`src/rtl/mem_pkg.sv`:
```
// Shared encodings, FSM state type and alignment helpers for the MEM-stage access unit.
package mem_pkg;

  localparam logic [1:0] MASK_B = 2'd0;
  localparam logic [1:0] MASK_H = 2'd1;
  localparam logic [1:0] MASK_W = 2'd2;

  typedef enum logic [1:0] {
    IDLE   = 2'd0,
    REQ    = 2'd1,
    WAIT_R = 2'd2,
    RESP   = 2'd3
  } state_t;

  // mask_mode 3 falls into the word branch everywhere
  function automatic logic [3:0] strb_gen(input logic [1:0] mode, input logic [1:0] o);
    case (mode)
      MASK_B:  return 4'b0001 << o;
      MASK_H:  return o[1] ? 4'b1100 : 4'b0011;
      default: return 4'b1111;
    endcase
  endfunction

  function automatic logic is_misaligned(input logic [1:0] mode, input logic [1:0] o);
    case (mode)
      MASK_B:  return 1'b0;
      MASK_H:  return o[0];
      default: return o != 2'b00;
    endcase
  endfunction

  function automatic logic [1:0] off_fix(input logic [1:0] mode, input logic [1:0] o);
    case (mode)
      MASK_B:  return o;
      MASK_H:  return {o[1], 1'b0};
      default: return 2'b00;
    endcase
  endfunction

endpackage

```
`src/rtl/mem_lane_align.sv`:
```
// Combinational lane logic: store replication and strobes, load lane extract and extension.
module mem_lane_align
  import mem_pkg::*;
(
  input  logic [1:0]  i_mode,
  input  logic [1:0]  i_off,
  input  logic        i_sext,
  input  logic [31:0] i_wdata,
  input  logic [31:0] i_rdata,
  output logic [31:0] o_wdata,
  output logic [3:0]  o_wstrb,
  output logic [31:0] o_rdata
);

  logic [15:0] w_lane;

  always_comb begin
    w_lane  = 16'(i_rdata >> {i_off, 3'b000});
    o_wdata = i_wdata;
    o_rdata = i_rdata;
    case (i_mode)
      MASK_B: begin
        o_wdata = {4{i_wdata[7:0]}};
        o_rdata = {{24{i_sext & w_lane[7]}}, w_lane[7:0]};
      end
      MASK_H: begin
        w_lane  = 16'(i_rdata >> {i_off[1], 4'b0000});
        o_wdata = {2{i_wdata[15:0]}};
        o_rdata = {{16{i_sext & w_lane[15]}}, w_lane[15:0]};
      end
      default: ;
    endcase
  end

  assign o_wstrb = strb_gen(i_mode, i_off);

endmodule

```
`src/rtl/mem_access_unit.sv`:
```
// MEM-stage load/store unit: one req/gnt(+rvalid) bus access per instruction, stalling until done.
// Store 3 cycles, load 4 at zero wait states; MEM_MISALIGN_TRAP_EN adds misalign_fault instead of forcing alignment.
module mem_access_unit
  import mem_pkg::*;
#(
  parameter int ADDR_W = 32,
  parameter int DATA_W = 32
) (
  input  logic              clk,
  input  logic              reset,
  input  logic              mem_read,
  input  logic              mem_write,
  input  logic [1:0]        mask_mode,
  input  logic              sext,
  input  logic [ADDR_W-1:0] addr,
  input  logic [DATA_W-1:0] wdata,
  output logic              bus_req,
  output logic              bus_we,
  output logic [ADDR_W-1:0] bus_addr,
  output logic [DATA_W-1:0] bus_wdata,
  output logic [3:0]        bus_wstrb,
  input  logic              bus_gnt,
  input  logic              bus_rvalid,
  input  logic [DATA_W-1:0] bus_rdata,
  output logic              stall,
  output logic [DATA_W-1:0] load_data,
  output logic              load_valid
`ifdef MEM_MISALIGN_TRAP_EN
  ,
  output logic              misalign_fault
`endif
);

  state_t            r_state;
  logic              r_req;
  logic              r_we;
  logic [ADDR_W-1:0] r_addr;
  logic [DATA_W-1:0] r_wdata;
  logic [1:0]        r_mode;
  logic [1:0]        r_off;
  logic              r_sext;
  logic [DATA_W-1:0] r_ldata;
  logic              r_lvld;

  logic              w_start;
  logic              w_go;
  logic [3:0]        w_strb;
  logic [DATA_W-1:0] w_wdata_al;
  logic [DATA_W-1:0] w_rdata_ext;

  assign w_start = (mem_read | mem_write) && (r_state == IDLE);

`ifdef MEM_MISALIGN_TRAP_EN
  // A misaligned request never reaches the bus; the pipeline traps instead of stalling.
  assign w_go           = w_start & ~is_misaligned(mask_mode, addr[1:0]);
  assign misalign_fault = w_start &  is_misaligned(mask_mode, addr[1:0]);
`else
  assign w_go = w_start;
`endif

  mem_lane_align u_align (
    .i_mode  (r_mode),
    .i_off   (r_off),
    .i_sext  (r_sext),
    .i_wdata (r_wdata),
    .i_rdata (bus_rdata),
    .o_wdata (w_wdata_al),
    .o_wstrb (w_strb),
    .o_rdata (w_rdata_ext)
  );

  always_ff @(posedge clk or posedge reset) begin
    if (reset) begin
      r_state <= IDLE;
      r_req   <= 1'b0;
      r_we    <= 1'b0;
      r_addr  <= '0;
      r_wdata <= '0;
      r_mode  <= MASK_B;
      r_off   <= 2'b00;
      r_sext  <= 1'b0;
      r_ldata <= '0;
      r_lvld  <= 1'b0;
    end else begin
      r_lvld <= 1'b0;
      case (r_state)
        IDLE: if (w_go) begin
          r_addr  <= {addr[ADDR_W-1:2], 2'b00};
          r_wdata <= wdata;
          r_mode  <= mask_mode;
          r_off   <= off_fix(mask_mode, addr[1:0]);
          r_sext  <= sext;
          r_we    <= mem_write;
          r_req   <= 1'b1;
          r_state <= REQ;
        end
        REQ: if (bus_gnt) begin
          r_req   <= 1'b0;
          r_state <= r_we ? RESP : WAIT_R;
        end
        WAIT_R: if (bus_rvalid) begin
          r_ldata <= w_rdata_ext;
          r_lvld  <= 1'b1;
          r_state <= RESP;
        end
        RESP:    r_state <= IDLE;
        default: r_state <= IDLE;
      endcase
    end
  end

  assign bus_req    = r_req;
  assign bus_we     = r_we;
  assign bus_addr   = r_addr;
  assign bus_wdata  = w_wdata_al;
  assign bus_wstrb  = r_we ? w_strb : 4'b0000;
  assign stall      = w_go | (r_state == REQ) | (r_state == WAIT_R);
  assign load_data  = r_ldata;
  assign load_valid = r_lvld;

endmodule
```
`config.mk`:
```
export PLATFORM = sky130hd
export DESIGN_NAME = mem_access_unit
export DESIGN_NICKNAME = d
export VERILOG_FILES = /design/src/rtl/mem_pkg.sv /design/src/rtl/mem_lane_align.sv /design/src/rtl/mem_access_unit.sv
export SDC_FILE = /design/constraint.sdc
export NUM_CORES = 1
export LEC_CHECK = 0
export BUFFER_PORTS_ARGS = -buffer_cell sky130_fd_sc_hd__buf_2
export CORE_ASPECT_RATIO = 1.75
export CORE_MARGIN = 2
export CORE_UTILIZATION = 48
export CTS_CLUSTER_DIAMETER = 120
export DETAILED_ROUTE_END_ITERATION = 10
export PLACE_DENSITY = 0.92
export SETUP_SLACK_MARGIN = 0.2
export SYNTH_ARGS = -nofsm -noshare
export SYNTH_HDL_FRONTEND = slang
export SYNTH_SLANG_ARGS = --single-unit
```
`constraint.sdc`:
```
create_clock -name clk -period 3.94 [get_ports clk]
set_input_delay 0 -clock clk [delete_from_list [all_inputs] [get_ports clk]]
set_output_delay 0 -clock clk [all_outputs]
set_load 0.1 [all_outputs]
```
==> impl_metrics.tcl <==
set metrics [dict create \
    status "complete, no violations" \
    fillers 663 \
    antenna_found_initial 1 \
    ys_seq_area_frac 0.520 \
    crit_fanout 58 \
    fin_skew_ps 8.29 \
    synth_edf_count 0 \
    synth_area_leaders "dfrtp_1 (52%), mux2_2 (20%), nand2_1 (2.6%), a31oi_1 (2.1%), nand3_1 (2.1%)" \
    cts.sinks 104 \
    dieArea_um2 11300 \
    rsz0062_at_grt "no" \
    critical_path_class "flop to output port" \
    drive_gt1_frac 0.471 \
    clkTransAtPathRegs_ps 70 \
    grt_overflow_total 0 \
    min_period_ps 2490 \
    fin_crit_sh 0.631 \
    drtAntennaViolNets 0 \
    clk_latency_ps 350 \
    tightest_slew_ps 1060 \
    grt_pass1_wl_mm 24.7 \
    synthFlopType "dfrtp_1" \
    slew_violations 0 \
    dr.pass1.iters 5 \
    setup_viol 0 \
    vias 4618 \
    areaGrowthSynthToFinish_pct 44.6 \
    layout.nets 813 \
    avgSynthCellArea_um2 11.7 \
    cts_buffers 9 \
    cts_root_buf "clkbuf_16" \
    grt_pass1_vias 4918 \
    required_ps 3940 \
    syn-cell-area_um2 5010 \
    timing.max_cap.violations 0 \
    via_per_inst 5.52 \
    start_util 0.489 \
    drc 0 \
    die_w_um 81.2 \
    grt_max_degree 73 \
    gp_congestion 0.925 \
    rows 49 \
    io_buffer_count 206 \
    yosys_warnings 0 \
    track_usage 0.288 \
    cp-end-kind "output port" \
    dp_hpwl_mm 10.0 \
    yosys.cell_types.count 36 \
    drt_iter0_drc 261 \
    cp_data_arrival_time_ps 2490 \
    finalWirelength_mm 15.9 \
    num_io_pins 209 \
    final_hold_viol_count 0 \
    cts_max_level 3 \
    timing.fmax_mhz 402 \
    start_kind "flop" \
    ys_async_sr_fraction 1.00 \
    cts_tree "yes" \
    relSlewSlack 0.296 \
    synth_top_area_cell "dfrtp_1" \
    synth_top_area_frac 0.520 \
    dieHeight_um 139 \
    wl_per_cell_um 19.0 \
    finalSetupTns_ps 0 \
    ys_ff_latch 104 \
    syn-instance-count 429 \
    clockBufferDepth 2 \
    core_area_um2 10200 \
    hold_path.class "primary input to flop" \
]
synthesized netlist by cell type (all sizes together) (7+ instances only):
cell type,n
dfrtp,104
mux2,89
nand2,35
nand3,31
buf,23
o21ai,22
nor2,19
a31oi,17
clkbuf,16
a21oi,13
a22oi,8
mux2i,8
nor3b,8
a32oi,7
inv,7
timing repair:
action | 4_1_cts | 5_1_grt
hold buffers | 92 | 0
hold endpoints to repair | 161 | 0
gates resized for setup | 0 | 0
buffers inserted | 0 | 0
logic make-up (layout without fill, tap and decap cells):
logic type | Yosys count | in the layout | share of synthesized area
mux | 99 | 99 | 0.225
buf+inv | 46 | 325 | 0.0482
fa+ha+maj | 3 | 3 | 0.00750
other cells | 1 | 3 | 0.000749
compound gates | 74 | 74 | 0.0929
simple gates | 102 | 102 | 0.106
flops | 104 | 104 | 0.520
per-stage QoR:
step | cell area (um^2) | setup slack [ps] | hold slack, ps | cells | util
global placement | 6040 | 1710 | 215 | 729 | 0.590
floorplan | 5010 | 979 | 110 | 430 | -
finish | 7240 | 1450 | 25.1 | 837 | 0.707
global route | 7240 | 1270 | 40.4 | 837 | 0.707
detailed placement | 6040 | 1600 | 235 | 729 | 0.590
CTS | 7240 | 1460 | 15.7 | 836 | 0.707
worst paths after layout:
check,start,end,slack (ps),depth (start not counted)
worst min-delay path,bus_rdata[11],load_data[11]$_DFFE_PP0P_,30,3
max in group asynchronous,reset,r_mode[1]$_DFFE_PP0P_,2520,4
worst max register to register,r_off[1]$_DFFE_PP0P_,load_data[31]$_DFFE_PP0P_,1500,3
min in group asynchronous,reset,bus_addr[13]$_DFFE_PP0P_,410,3
worst max-delay path,r_mode[1]$_DFFE_PP0P_,bus_wdata[10],1450,3
worst min register to register,load_data[16]$_DFFE_PP0P_,load_data[16]$_DFFE_PP0P_,490,2
worst max-delay path, stage by stage (launching register included):
cell and delay [ps]:
dfrtp_2 1050, nor2_2 300, mux2_2 340, buf_2 430
registers in the layout, summed over array words and instances (netlist names):
signal,cells
r_wdata,32
r_off,2
load_valid,1
r_mode,2
bus_req,1
bus_addr,30
r_state,2
r_sext,1
bus_we,1
load_data,32
placed cells by master (no fill, tap or decap), types with 2 or more instances in the layout:
cell	synthesis	final
inv_6	0	2
o21a_1	3	3
mux2i_1	8	8
a32oi_1	7	7
clkbuf_16	0	9
nor3b_1	7	7
dlygate4sd3_1	0	92
nor2_1	18	18
a21oi_1	13	13
conb_1	1	2
buf_2	10	206
a22oi_1	8	8
inv_1	6	5
nand3_1	21	21
or2_1	2	2
nor2b_1	4	4
nand2b_1	2	2
o21ai_0	21	21
clkinvlp_4	0	2
nand3_2	10	10
a31oi_1	17	17
dfrtp_1	104	103
buf_4	10	5
mux2_2	89	89
nand2_1	35	35
ha_1	3	3
mux4_2	2	2
area by class of cell:
class | count | area [um^2] | share of cell area
flip-flops and latches | 104 | 2600 | 0.359
well taps | 127 | 159 | 0.0219
multi-input cells | 280 | 2180 | 0.301
repair buffers | 303 | 1990 | 0.275
diodes | 1 | 2.50 | 0.000345
inverters | 7 | 28.8 | 0.00397
clock inverters | 5 | 41.3 | 0.00570
clock buffers | 10 | 239 | 0.0330
per-layer routing:
layer | share of wire | track usage
met1 | 0.34 | 0.316
met2 | 0.53 | 0.483
met3 | 0.066 | 0.0651
met4 | 0.062 | 0.189
met5 | 0 | 0
Power is not shown: default switching activity piles up to over one toggle a cycle in this logic, so the estimate is an artifact.
